===== config.mk =====
export PLATFORM = sky130hd
export DESIGN_NAME = uart_seg_display
export DESIGN_NICKNAME = d
export VERILOG_FILES = /design/src/rtl/uart_seg_pkg.sv /design/src/rtl/uart_seg_display_rx_core.sv /design/src/rtl/uart_seg_display.sv
export SDC_FILE = /design/constraint.sdc
export NUM_CORES = 1
export LEC_CHECK = 0
export BUFFER_PORTS_ARGS = -buffer_cell sky130_fd_sc_hd__buf_2
export CORE_ASPECT_RATIO = 1.2
export CORE_MARGIN = 2
export CORE_UTILIZATION = 60
export CTS_BUF_LIST = sky130_fd_sc_hd__clkbuf_4 sky130_fd_sc_hd__clkbuf_8
export DETAILED_ROUTE_END_ITERATION = 8
export GPL_ROUTABILITY_DRIVEN = 0
export PLACE_DENSITY_LB_ADDON = 0.08
export SYNTH_ARGS = -nofsm -noshare
export SYNTH_HDL_FRONTEND = slang
export SYNTH_SLANG_ARGS = --single-unit

===== constraint.sdc =====
create_clock -name clk -period 2.96 [get_ports clk]
set_input_delay 0.148 -clock clk [delete_from_list [all_inputs] [get_ports clk]]
set_output_delay 0.148 -clock clk [all_outputs]
set_load 0.05 [all_outputs]

===== src/rtl/uart_seg_pkg.sv =====
`default_nettype none
// ============================================================================
//  Module      : uart_seg_pkg
//  Description : Shared types and constants for the UART receive / hex
//                seven-segment display block.
//  Revision    : 1.0 - initial release
// ============================================================================
package uart_seg_pkg;

    // Receiver frame states
    typedef enum logic [2:0] {
        RX_IDLE   = 3'd0,
        RX_START  = 3'd1,
        RX_DATA   = 3'd2,
        RX_PARITY = 3'd3,
        RX_STOP   = 3'd4
    } rx_state_t;

    // Parity modes
    localparam int PARITY_NONE = 0;
    localparam int PARITY_EVEN = 1;
    localparam int PARITY_ODD  = 2;

    // Hex glyphs, segments a..g left to right, 0 = lit
    localparam logic [6:0] HEX_SEG_LUT [16] = '{
        7'b0000001,  // 0
        7'b1001111,  // 1
        7'b0010010,  // 2
        7'b0000110,  // 3
        7'b1001100,  // 4
        7'b0100100,  // 5
        7'b0100000,  // 6
        7'b0001111,  // 7
        7'b0000000,  // 8
        7'b0000100,  // 9
        7'b0001000,  // A
        7'b1100000,  // b
        7'b0110001,  // C
        7'b1000010,  // d
        7'b0110000,  // E
        7'b0111000   // F
    };

endpackage
`default_nettype wire


===== src/rtl/uart_seg_display_rx_core.sv =====
`default_nettype none
// ============================================================================
//  Module      : uart_rx_core
//  Description : UART receiver: input synchronizer, frame FSM, parity check
//                and one-cycle result pulses. Last good byte is held on
//                o_data (zero-extended).
//  Revision    : 1.0 - initial release
// ============================================================================
module uart_rx_core
    import uart_seg_pkg::*;
#(
    parameter int CLKS_PER_BIT = 868,
    parameter int DATA_BITS    = 8,
    parameter int PARITY_MODE  = 0
) (
    input  logic       clk,
    input  logic       i_reset,
    input  logic       i_rx,
    output logic [7:0] o_data,
    output logic       o_valid,
    output logic       o_frame_err,
    output logic       o_parity_err
);

    localparam int c_baud_w = $clog2(CLKS_PER_BIT);
    localparam int c_bit_w  = $clog2(DATA_BITS + 1);

    localparam logic [c_baud_w-1:0] c_half_last = c_baud_w'(CLKS_PER_BIT / 2 - 1);
    localparam logic [c_baud_w-1:0] c_full_last = c_baud_w'(CLKS_PER_BIT - 1);
    localparam logic [c_bit_w-1:0]  c_last_bit  = c_bit_w'(DATA_BITS - 1);

    logic                 r_rx_meta;
    logic                 r_rx_sync;
    rx_state_t            r_state;
    rx_state_t            w_state_next;
    logic                 w_tick;
    logic [c_baud_w-1:0]  r_baud;
    logic [c_bit_w-1:0]   r_bit_cnt;
    logic [DATA_BITS-1:0] r_shift;
    logic                 r_par_bit;
    logic                 w_par_xor;
    logic                 w_par_bad;
    logic [7:0]           r_data;
    logic                 r_valid;
    logic                 r_frame_err;
    logic                 r_parity_err;

    // Two-flop synchronizer; line idles high so both stages reset to 1
    always_ff @(posedge clk) begin
        if (i_reset) begin
            r_rx_meta <= 1'b1;
            r_rx_sync <= 1'b1;
        end else begin
            r_rx_meta <= i_rx;
            r_rx_sync <= r_rx_meta;
        end
    end

    // State register
    always_ff @(posedge clk) begin
        if (i_reset) r_state <= RX_IDLE;
        else         r_state <= w_state_next;
    end

    // Next state and sample tick; start bit is checked at its midpoint
    always_comb begin
        w_state_next = r_state;
        w_tick       = 1'b0;
        case (r_state)
            RX_IDLE: begin
                if (!r_rx_sync) w_state_next = RX_START;
            end
            RX_START: begin
                w_tick = (r_baud == c_half_last);
                if (w_tick) w_state_next = r_rx_sync ? RX_IDLE : RX_DATA;
            end
            RX_DATA: begin
                w_tick = (r_baud == c_full_last);
                if (w_tick && (r_bit_cnt == c_last_bit))
                    w_state_next = (PARITY_MODE != PARITY_NONE) ? RX_PARITY : RX_STOP;
            end
            RX_PARITY: begin
                w_tick = (r_baud == c_full_last);
                if (w_tick) w_state_next = RX_STOP;
            end
            RX_STOP: begin
                w_tick = (r_baud == c_full_last);
                if (w_tick) w_state_next = RX_IDLE;
            end
            default: w_state_next = RX_IDLE;
        endcase
    end

    // Baud/bit counters, LSB-first shift register and parity bit capture
    always_ff @(posedge clk) begin
        if (i_reset) begin
            r_baud    <= '0;
            r_bit_cnt <= '0;
            r_shift   <= '0;
            r_par_bit <= 1'b0;
        end else begin
            if ((r_state == RX_IDLE) || w_tick) r_baud <= '0;
            else                                r_baud <= r_baud + 1'b1;

            if (r_state == RX_START)                r_bit_cnt <= '0;
            else if ((r_state == RX_DATA) && w_tick) r_bit_cnt <= r_bit_cnt + 1'b1;

            if ((r_state == RX_DATA) && w_tick)
                r_shift <= {r_rx_sync, r_shift[DATA_BITS-1:1]};

            if ((r_state == RX_PARITY) && w_tick)
                r_par_bit <= r_rx_sync;
        end
    end

    assign w_par_xor = (^r_shift) ^ r_par_bit;
    assign w_par_bad = ((PARITY_MODE == PARITY_EVEN) &&  w_par_xor) ||
                       ((PARITY_MODE == PARITY_ODD)  && !w_par_xor);

    // Stop-bit outcome; a bad stop bit masks a parity error
    always_ff @(posedge clk) begin
        if (i_reset) begin
            r_data       <= '0;
            r_valid      <= 1'b0;
            r_frame_err  <= 1'b0;
            r_parity_err <= 1'b0;
        end else begin
            r_valid      <= 1'b0;
            r_frame_err  <= 1'b0;
            r_parity_err <= 1'b0;
            if ((r_state == RX_STOP) && w_tick) begin
                if (!r_rx_sync) begin
                    r_frame_err <= 1'b1;
                end else if (w_par_bad) begin
                    r_parity_err <= 1'b1;
                end else begin
                    r_valid <= 1'b1;
                    r_data  <= 8'(r_shift);
                end
            end
        end
    end

    assign o_data       = r_data;
    assign o_valid      = r_valid;
    assign o_frame_err  = r_frame_err;
    assign o_parity_err = r_parity_err;

endmodule
`default_nettype wire


===== src/rtl/uart_seg_display.sv =====
`default_nettype none
// ============================================================================
//  Module      : uart_seg_display
//  Description : UART receiver feeding a debug bus, an activity LED and an
//                N-digit multiplexed hex seven-segment display (active-low).
//  Revision    : 1.0 - initial release
// ============================================================================
module uart_seg_display
    import uart_seg_pkg::*;
#(
    parameter int CLKS_PER_BIT = 868,
    parameter int DATA_BITS    = 8,
    parameter int PARITY_MODE  = 0,
    parameter int NUM_DIGITS   = 4,
    parameter int SCAN_CLKS    = 100000
) (
    input  logic                  clk,
    input  logic                  i_reset,
    input  logic                  i_uart_rx,
    output logic [0:7]            o_debug,
    output logic                  o_rx_valid,
    output logic                  o_frame_err,
    output logic                  o_parity_err,
    output logic                  o_uart_led,
    output logic [0:6]            o_segment_enable,
    output logic [0:NUM_DIGITS-1] o_display_enable,
    output logic                  o_dot_enable
);

    localparam int c_buf_w  = 4 * NUM_DIGITS;
    localparam int c_scan_w = $clog2(SCAN_CLKS);
    localparam int c_idx_w  = $clog2(NUM_DIGITS);

    localparam logic [c_scan_w-1:0] c_scan_last = c_scan_w'(SCAN_CLKS - 1);
    localparam logic [c_idx_w-1:0]  c_idx_last  = c_idx_w'(NUM_DIGITS - 1);

    logic [7:0]          w_rx_data;
    logic                w_rx_valid;
    logic                w_frame_err;
    logic                w_parity_err;
    logic [c_buf_w-1:0]  r_buf;
    logic                r_err;
    logic                r_led;
    logic [c_scan_w-1:0] r_scan_cnt;
    logic [c_idx_w-1:0]  r_idx;
    logic [3:0]          w_nibble;

    uart_rx_core #(
        .CLKS_PER_BIT (CLKS_PER_BIT),
        .DATA_BITS    (DATA_BITS),
        .PARITY_MODE  (PARITY_MODE)
    ) u_rx_core (
        .clk          (clk),
        .i_reset      (i_reset),
        .i_rx         (i_uart_rx),
        .o_data       (w_rx_data),
        .o_valid      (w_rx_valid),
        .o_frame_err  (w_frame_err),
        .o_parity_err (w_parity_err)
    );

    assign o_debug      = w_rx_data;
    assign o_rx_valid   = w_rx_valid;
    assign o_frame_err  = w_frame_err;
    assign o_parity_err = w_parity_err;
    assign o_uart_led   = r_led;

    // Digit buffer: each good byte enters as two nibbles on the right
    always_ff @(posedge clk) begin
        if (i_reset)         r_buf <= '0;
        else if (w_rx_valid) r_buf <= (r_buf << 8) | c_buf_w'(w_rx_data);
    end

    // Error flag (set by any error pulse, cleared by a good byte) and LED toggle
    always_ff @(posedge clk) begin
        if (i_reset) begin
            r_err <= 1'b0;
            r_led <= 1'b0;
        end else if (w_rx_valid) begin
            r_err <= 1'b0;
            r_led <= ~r_led;
        end else if (w_frame_err || w_parity_err) begin
            r_err <= 1'b1;
        end
    end

    // Refresh counter and digit index; index advances on each counter wrap
    always_ff @(posedge clk) begin
        if (i_reset) begin
            r_scan_cnt <= '0;
            r_idx      <= '0;
        end else if (r_scan_cnt == c_scan_last) begin
            r_scan_cnt <= '0;
            r_idx      <= (r_idx == c_idx_last) ? '0 : r_idx + 1'b1;
        end else begin
            r_scan_cnt <= r_scan_cnt + 1'b1;
        end
    end

    // Select the active digit's nibble and its low-active enable
    always_comb begin
        w_nibble         = 4'h0;
        o_display_enable = '1;
        for (int i = 0; i < NUM_DIGITS; i++) begin
            if (r_idx == c_idx_w'(i)) begin
                w_nibble            = r_buf[4*i +: 4];
                o_display_enable[i] = 1'b0;
            end
        end
    end

    assign o_segment_enable = HEX_SEG_LUT[w_nibble];
    assign o_dot_enable     = !((r_idx == '0) && r_err);

endmodule
`default_nettype wire


==> reports/results.ini, run 1 <==
[floorplanning]
die_area_um2=6220
start_util=0.631
core_area_um2=5330
die_w_um=72.3
io_pins=27
rows=29
die_y_um=86.0

[synth]
synthDistinctLibCells=50
syn_area_um2=3360
synth_area_leader_cell=dfxtp_1
synthCells=365
synth_edf_count=0
yosys.area.top_type_share=0.440
synth_seq_cells=74
yosys-top-cells-area=dfxtp_1 (44%), mux2i_1 (12%), nor2_1 (8.6%), ha_1 (5.2%), xor2_1 (4.2%)
syn-num-nets=382
synth_ff_type=dfxtp_1
ys_async_sr_fraction=0
synth-warning-count=0
synth_seq_area_share=0.440
avgSynthCellArea_um2=9.21

[cells_and_area]
nNetsFinal=408
final_cell_area_um2=3760
drive_gt1_frac=0.154
syn2layout_area_growth_pct=11.9
final_cell_mix=nor2_1 (77), dfxtp_1 (74), mux2i_1 (39)
antenna_cells=0
fin_util=0.705
final_common_cell=nor2_1

[critical_path]
end_kind=primary output
crit_arrival_ps=2660
endpoint=o_segment_enable[3]
critical_path_required_ps=2810
crit_start=r_idx[0]
worstSetupStartpointType=flip-flop
slowest_stage=mux4_2
path_cells=inv_1, ha_1, inv_1, o21a_1, a22oi_1, inv_1, ha_1, mux4_2, buf_2
r2r_setup_slack_ps=850
r2r-start=u_rx_core.r_baud[0]
critPathBufInv=4
r2r-end=u_rx_core.o_data[7]
ff2ff_path_depth=6
crit_path_frequent_cell=inv_1
critPathMaxStageDelay_ps=490
critPathTopFamily=buffers and inverters
critPathMaxFanout=5
crit_type=flip-flop to primary output
cp.depth=9

[timing]
finalCritPeriodShare=0.949
setup_violations=0
grt_setup_unrepaired=no
fmax_mhz=356
max_slew_margin=0.331
period_minus_slack_ps=2810
slew_violations=0
tightestPinTransition_ps=1000
finalSetupTns_ps=0
hold_viol=0
fin_worst_skew_ps=8.86

[cts]
cts_buffers=9
clock_path_buffers=2
clock_tree.htree_level_count=3
numClockSinks=74
cts_tree=done
clkTransAtPathRegs_ps=80
cts_root_buffer=clkbuf_8
clock_latency_ps=360
cts_setup_buffers=0

[run]
drv_cap=0

[drt]
drtIter0Drc=123
antenna_left=0
avgViaCountPerCell=5.38
vias=2464
drcViolationCount=0
wl_per_cell_um=12.8
first_pass_iters=4
wirelength_um=5840

[pwr]
power.leakage_nw=1.50
ir_drop_mv=0.541
power_density_nw_per_um2=505

[outcome]
status=finished, final reports clean

[global_routing]
grt_usage=0.204
grt-ovfl-total=0
antenna_found_initial=0
first_global_vias=2276
grt_pass1_wl_um=9980
grt_max_degree=41

[place]
hpwl_um=4100
numPortBuffers=25
placed_area_um2=3540

[worst_hold_path]
hold_class=primary input to flip-flop

stage by stage:
step / instances / worst slack [ps] / hold WS (ps) / power, mW
floorplan: 365 / 63.7 / 252 / 1.10
global placement: 441 / 525 / 333 / 1.11
detailed placement: 441 / 417 / 334 / 1.11
CTS: 458 / 22.6 / 39.4 / 1.92
global route: 458 / 23.7 / 42.9 / 1.97
finish: 458 / 152 / 43.1 / 1.90
worst min path at each step:
stage               from                   end  slack [ps]  depth (start not counted)
6_report         i_reset  u_rx_core.r_state[1]          40                          2
4_1_cts          i_reset  u_rx_core.r_state[1]          40                          2
5_1_grt          i_reset  u_rx_core.r_state[1]          40                          2
2_1_floorplan  i_uart_rx   u_rx_core.r_rx_meta         250                          1
3_5_place_dp   i_uart_rx   u_rx_core.r_rx_meta         330                          2
3_3_place_gp   i_uart_rx   u_rx_core.r_rx_meta         330                          2
state kept, by name, indices dropped and copies added (netlist names):
| register | cells |
|---|---|
| o_uart_led | 1 |
| r_buf | 16 |
| r_err | 1 |
| r_idx | 2 |
| r_scan_cnt | 17 |
| u_rx_core.o_data | 8 |
| u_rx_core.o_frame_err | 1 |
| u_rx_core.o_valid | 1 |
| u_rx_core.r_baud | 10 |
| u_rx_core.r_bit_cnt | 4 |
| u_rx_core.r_rx_meta | 1 |
| u_rx_core.r_rx_sync | 1 |
| u_rx_core.r_shift | 8 |
| u_rx_core.r_state | 3 |
layer usage:
layer | GRT usage | vias up | wire length (um)
met2 | 0.330 | 33 | 2760
met5 | 0 | - | 0
li1 | - | 1287 | -
met1 | 0.256 | 1134 | 2800
met3 | 0.0423 | 10 | 176
met4 | 0.0978 | 0 | 112
repair_timing:
item                                    CTS  global route
endpoints found under the setup margin    0             2
endpoints found under the hold margin     1             0
resized for setup                         0             2
hold buffers                              1             0
cells in the mapped netlist, types with 2 or more instances:
library cell  number
xor2_1            16
nor3_1             7
and3_1             2
nor2_1            77
a22oi_1            5
nand3_1            7
or3b_1             2
o21a_1             4
ha_1              14
xnor2_1           12
dfxtp_1           74
o21ai_1            4
nand2_1           23
o22ai_1            2
buf_2              2
nand4_1            8
or4_1              2
or2_2              3
nand2b_1           4
buf_4              2
a21oi_1            7
and4_1             2
clkbuf_1          11
mux2i_1           39
inv_1             11
cell families after synthesis:
| group | count (synthesis) | share of synthesized area |
|---|---|---|
| AOI/OAI and AO/OA | 31 | 0.0651 |
| DFF | 74 | 0.440 |
| buffers and inverters | 28 | 0.0342 |
| muxes | 41 | 0.126 |
| other | 1 | 0.00112 |
| and+or+nand+nor | 148 | 0.208 |
| xor gates and xnor gates | 28 | 0.0729 |
| adders and majority gates | 14 | 0.0521 |
report_power, final:
group,switching (mW),internal [mW],total [mW]
Sequential,0.0104,1.00,1.02
Combinational,0.0477,0.0264,0.0742
Clock,0.406,0.403,0.810
layout make-up:
class                   count  area (um^2)
flip-flops and latches     74         1480
multi-input cells         263         1780
clock inverters             7         82.6
repair buffers             31          173
well taps                  62         77.6
inverters                  12         45.0
fillers                   434         1570
clock buffers               9          124
Power figures use the tool's default switching activity.
==> run 2, diff against run 1 <==
Settings changed: HOLD_SLACK_MARGIN set to 0.06.
==> run 2 against run 1 <==
Against the previous run:
- first-iteration DRC count rose by 19%
- cell count rose by 0.22%
- global-route usage did not move
- register-to-register slack barely moved
- hold slack improved by 370 ps
- clock power barely moved
- cell area rose by 0.27%
- fmax barely moved
- critical path type unchanged
- critical endpoint unchanged
- highest routed layer unchanged
==> reports/results.ini, run 2 (synthesized netlist as in run 1, its figures left out) <==
[cells_and_area]
top_register=r_scan_cnt
fin_util=0.707  ; +0.00188
largest_register_ffs=17  ; unchanged
antenna_cells=0  ; unchanged
reg.largest.list=r_scan_cnt x17, r_buf x16, u_rx_core.r_baud x10
syn2layout_area_growth_pct=12.2
n_fill_cell=433  ; -0.23%
drive_gt1_frac=0.154  ; -0.000388
final_common_cell=nor2_1
nNetsFinal=409  ; +0.25%
final_cell_mix=nor2_1 (77), dfxtp_1 (74), mux2i_1 (39)

[run]
drv_cap=0  ; unchanged

[timing]
max_slew_margin=0.317  ; -0.0142
period_minus_slack_ps=2810  ; -2.61 ps
finalSetupTns_ps=0  ; unchanged
setup_violations=0  ; unchanged
tightestPinTransition_ps=1020  ; +21.2 ps
fmax_mhz=356  ; about the same
hold_viol=0  ; unchanged
fin_worst_skew_ps=8.91  ; +0.0463 ps
slew_violations=0  ; unchanged
grt_setup_unrepaired=no
finalCritPeriodShare=0.948  ; about the same

[global_routing]
antenna_found_initial=0  ; unchanged
grt_pass1_wl_um=9980  ; unchanged
grt-ovfl-total=0  ; unchanged
grt_usage=0.204  ; unchanged
grt_max_degree=41  ; unchanged
first_global_vias=2279  ; +0.13%

[cts]
clock_latency_ps=350  ; about the same
cts_buffers=9  ; unchanged
cts_root_buffer=clkbuf_8
clock_tree.htree_level_count=3  ; unchanged
numClockSinks=74  ; unchanged
clkTransAtPathRegs_ps=80  ; about the same
cts_tree=done
clock_path_buffers=2  ; unchanged

[worst_hold_path]
hold_class=flip-flop to flip-flop
worstHoldStart=u_rx_core.r_rx_meta
min_to=u_rx_core.r_rx_sync
worstHoldPathCells=1  ; -1

[pwr]
ir_drop_mv=0.553  ; +2.2%
sw_frac_of_total=0.245  ; +0.000594
p_comb_frac=0.040  ; about the same
power.leakage_nw=1.50  ; +0.28%
clkPwrFrac=0.427  ; about the same
switching_power_mw=0.466  ; +0.39%
power_density_nw_per_um2=504  ; -0.12%
seqPwrFrac=0.534  ; about the same
internal_power_mw=1.44  ; about the same

[drt]
drcViolationCount=0  ; unchanged
avgViaCountPerCell=5.37  ; -0.22%
first_pass_iters=5  ; +1
wl_per_cell_um=12.8  ; +0.26%
drtIter0Drc=146  ; +19%
wirelength_um=5870  ; +0.48%
vias=2464  ; unchanged
antenna_left=0  ; unchanged

[place]
hpwl_um=4100  ; unchanged
numPortBuffers=25  ; unchanged

[floorplanning]
die_y_um=86.0  ; unchanged
core_area_um2=5330  ; unchanged
die_area_um2=6220  ; unchanged
rows=29  ; unchanged
die_w_um=72.3  ; unchanged
start_util=0.631  ; unchanged
io_pins=27  ; unchanged

[critical_path]
ff2ff_path_depth=6  ; unchanged
crit_arrival_ps=2660  ; about the same
end_kind=primary output
critical_path_required_ps=2810  ; about the same
critPathMaxFanout=5  ; unchanged
crit_type=flip-flop to primary output
r2r-start=u_rx_core.r_baud[0]
r2r-end=u_rx_core.o_data[7]
r2r_setup_slack_ps=850  ; about the same
worstSetupStartpointType=flip-flop

[outcome]
status=finished, final reports clean

-- run 2: cell count changes in the layout (fill, tap and decap cells not counted) --
cell           before  now
dlygate4sd3_1       1    2
-- run 2: metrics by stage --
step | setup WS (ps) | cell area [um^2] | total power [mW] | hold WS (ps) | instances
after CTS | 22.6 | 3760 | 1.92 | 414 | 459
after global placement | 525 | 3540 | 1.11 | 333 | 441
final | 154 | 3770 | 1.90 | 413 | 459
after detailed placement | 417 | 3540 | 1.11 | 334 | 441
after global routing | 23.7 | 3770 | 1.97 | 448 | 459
after floorplan | 63.7 | 3370 | 1.10 | 252 | 365
-- run 2: layout make-up --
| class | instances | area (um^2) | area share |
|---|---|---|---|
| Inverter | 12 | 45.0 | 0.0119 |
| Sequential cell | 74 | 1480 | 0.393 |
| Tap cell | 62 | 77.6 | 0.0206 |
| Timing Repair Buffer | 32 | 183 | 0.0484 |
| Clock buffer | 9 | 124 | 0.0328 |
| Multi-Input combinational cell | 263 | 1780 | 0.472 |
| Clock inverter | 7 | 82.6 | 0.0219 |
-- run 2: what timing repair did --
action,4_1_cts,5_1_grt
setup endpoints to repair,0,2
hold endpoints to repair,3,0
buffers inserted,0,0
resized for setup,0,2
hold buffers,2,0
-- run 2: power groups by stage --
stage | Combinational (mW) | Sequential (mW) | Clock (mW)
2_1_floorplan | 0.0611 | 1.04 | 0
5_1_grt | 0.0853 | 1.02 | 0.870
3_3_place_gp | 0.0723 | 1.04 | 0
3_5_place_dp | 0.0727 | 1.04 | 0
6_report | 0.0752 | 1.02 | 0.812
4_1_cts | 0.0750 | 1.02 | 0.831
-- run 2: worst max path at each step --
stage / start / endpoint / slack [ps] / cells past startpoint
floorplan: r_idx[0] / o_segment_enable[1] / 60 / 7
global placement: r_idx[1] / o_segment_enable[3] / 530 / 9
detailed placement: r_idx[1] / o_segment_enable[3] / 420 / 9
CTS: r_idx[1] / o_segment_enable[3] / 20 / 9
global route: r_idx[0] / o_segment_enable[0] / 20 / 10
finish: r_idx[0] / o_segment_enable[3] / 150 / 9
-- run 2: worst max-delay path: stages (launching register included) --
cell     delay, ps
dfxtp_1        350
inv_1          100
ha_1           240
inv_1          120
o21a_1         180
a22oi_1        210
inv_1          120
ha_1           280
mux4_2         490
buf_2          230
-- run 2: per-layer routing --
layer	vias to the layer above	track usage	wire length [um]
met2	35	0.330	2770
met5	-	0	0
met4	0	0.0978	112
li1	1289	-	-
met1	1130	0.256	2820
met3	10	0.0423	175
==> run 3, diff against run 2 <==
Settings changed: CORE_UTILIZATION 60 to 45, SLEW_MARGIN set to 20.
==> run 3 against run 2 <==
Against the previous run:
- clock-buffer cell count unchanged
- die area up 32%
- non-clock buffer count up 3
- largest power group unchanged
==> reports/results.ini, run 3 (synthesized netlist as in run 1, its figures left out) <==
[pwr]
power.leakage_nw=1.52  ; +1.1%
power_density_nw_per_um2=495  ; -1.9%
power_mw=1.90  ; -0.19%
ir_drop_mv=0.328  ; -41%

[critical_path]
slowest_stage=mux4_2
critPathMaxStageDelay_ps=490  ; about the same
crit_type=flip-flop to primary output
crit_arrival_ps=2640  ; -20 ps
path_cells=ha_1, inv_2, o21a_1, a22oi_2, inv_1, ha_1, mux4_2, buf_2
critPathMaxFanout=7  ; +2
critPathBufInv=3  ; -1
end_kind=primary output
critical_path_required_ps=2810  ; about the same
crit_path_frequent_cell=ha_1
worstSetupStartpointType=flip-flop
critPathTopFamily=adder cells

[drt]
wirelength_um=6160  ; +4.9%
drtIter0Drc=90  ; -38%
first_pass_iters=4  ; -1
wl_per_cell_um=12.6  ; -1.7%
drcViolationCount=0  ; unchanged
antenna_left=0  ; unchanged
vias=2486  ; +0.89%
avgViaCountPerCell=5.07  ; -5.5%

[timing]
grt_setup_unrepaired=no
slew_violations=0  ; unchanged
whs_ps=410  ; -3.02 ps
period_minus_slack_ps=2790  ; -16.2 ps
setup_violations=0  ; unchanged
finalCritPeriodShare=0.942  ; -0.00548
tightestPinTransition_ps=661  ; -362 ps
fin_worst_skew_ps=15.4  ; +6.47 ps
fmax_mhz=359  ; +0.58%
hold_viol=0  ; unchanged
max_slew_margin=0.556  ; +0.239
finalSetupTns_ps=0  ; unchanged

[cts]
cts_root_buffer=clkbuf_8
clock_latency_ps=350  ; about the same
numClockSinks=74  ; unchanged
clock_path_buffers=2  ; unchanged
clock_tree.htree_level_count=3  ; unchanged
clkTransAtPathRegs_ps=80  ; about the same
cts_buffers=9  ; unchanged
cts_tree=done

[cells_and_area]
final_cell_mix=nor2_1 (77), dfxtp_1 (74), mux2i_1 (39)
largest_register_ffs=17  ; unchanged
antenna_cells=0  ; unchanged
final_cells=490  ; +6.8%
final_common_cell=nor2_1
n_fill_cell=699  ; +61%
syn2layout_area_growth_pct=14.1
drive_gt1_frac=0.165  ; +0.0113
multi_input_area_um2=1790  ; +0.42%
final_cell_area_um2=3840  ; +1.7%
nNetsFinal=412  ; +0.73%
reg.largest.list=r_scan_cnt x17, r_buf x16, u_rx_core.r_baud x10
ff_latch_area_um2=1480  ; unchanged
top_register=r_scan_cnt

[place]
hpwl_um=4330  ; +5.6%
numPortBuffers=25  ; unchanged
placed_area_um2=3580  ; +1.2%
dp.cells=470  ; +6.6%

[run]
drv_cap=0  ; unchanged

[global_routing]
first_global_vias=2336  ; +2.5%
grt_max_degree=44  ; +7.3%
grt-ovfl-total=0  ; unchanged
antenna_found_initial=0  ; unchanged
grt_usage=0.160  ; -0.0441
grt_pass1_wl_um=10700  ; +7.2%

[floorplanning]
die_y_um=98.7  ; +15%
rows=34  ; +17%
die_area_um2=8180  ; +32%
die_w_um=82.9  ; +15%
io_pins=27  ; unchanged
core_area_um2=7230  ; +36%
start_util=0.465  ; -0.165

[worst_hold_path]
hold_class=flip-flop to flip-flop

[outcome]
status=finished, final reports clean

run 3: changes by cell type in the layout (fill, tap and decap cells not counted):
cell        change
a22oi_1         -1
a22oi_2         +1
buf_4           +3
inv_6           +2
ha_2            +1
clkinvlp_4      -1
inv_8           -1
ha_1            -1
run 3: path summary, 6_finish.rpt:
| kind | start | end | slack, ps | cells after the start |
|---|---|---|---|---|
| setup reg to reg | u_rx_core.r_baud[8] | u_rx_core.o_data[1] | 800 | 5 |
| setup / recovery | r_idx[0] | o_segment_enable[3] | 170 | 8 |
| hold reg to reg | u_rx_core.r_rx_meta | u_rx_core.r_rx_sync | 410 | 1 |
| hold / removal | u_rx_core.r_rx_meta | u_rx_core.r_rx_sync | 410 | 1 |
run 3: cell type report:
| type | count | area share |
|---|---|---|
| inverters | 12 | 0.0117 |
| flip-flops and latches | 74 | 0.386 |
| repair buffers | 35 | 0.0535 |
| multi-input cells | 263 | 0.466 |
| clock inverters | 7 | 0.0212 |
| clock buffers | 9 | 0.0323 |
| well taps | 90 | 0.0294 |
run 3: layer usage:
metal | vias to the layer above | share of wire | GRT usage
met5 | - | 0 | 0
met4 | 0 | 0.020 | 0.0769
met3 | 9 | 0.031 | 0.0427
met2 | 36 | 0.47 | 0.256
met1 | 1146 | 0.48 | 0.199
li1 | 1295 | - | -
run 3: per-stage QoR:
stage	utilization	worst slack [ps]
floorplan	-	63.7
global placement	0.495	527
detailed placement	0.495	387
CTS	0.526	4.32
global route	0.530	2.37
finish	0.530	171
run 3: worst register-to-register path, cell delays in order, from the launching register on:
cell	delay [ps]
dfxtp_1	370
or3b_4	430
nor3_2	290
nand4_1	560
mux2i_1	330
nor2_1	60
run 3: power breakdown:
group / leakage (nW) / internal, mW / total, mW / switching (mW)
registers: 0.597 / 1.00 / 1.02 / 0.0112
logic: 0.818 / 0.0272 / 0.0743 / 0.0472
clock network: 0.102 / 0.404 / 0.808 / 0.404
run 3: timing repair:
action,4_1_cts,5_1_grt
endpoints found under the setup margin,0,3
setup buffers,0,2
endpoints found under the hold margin,3,0
hold buffers,2,0
resized for setup,0,4
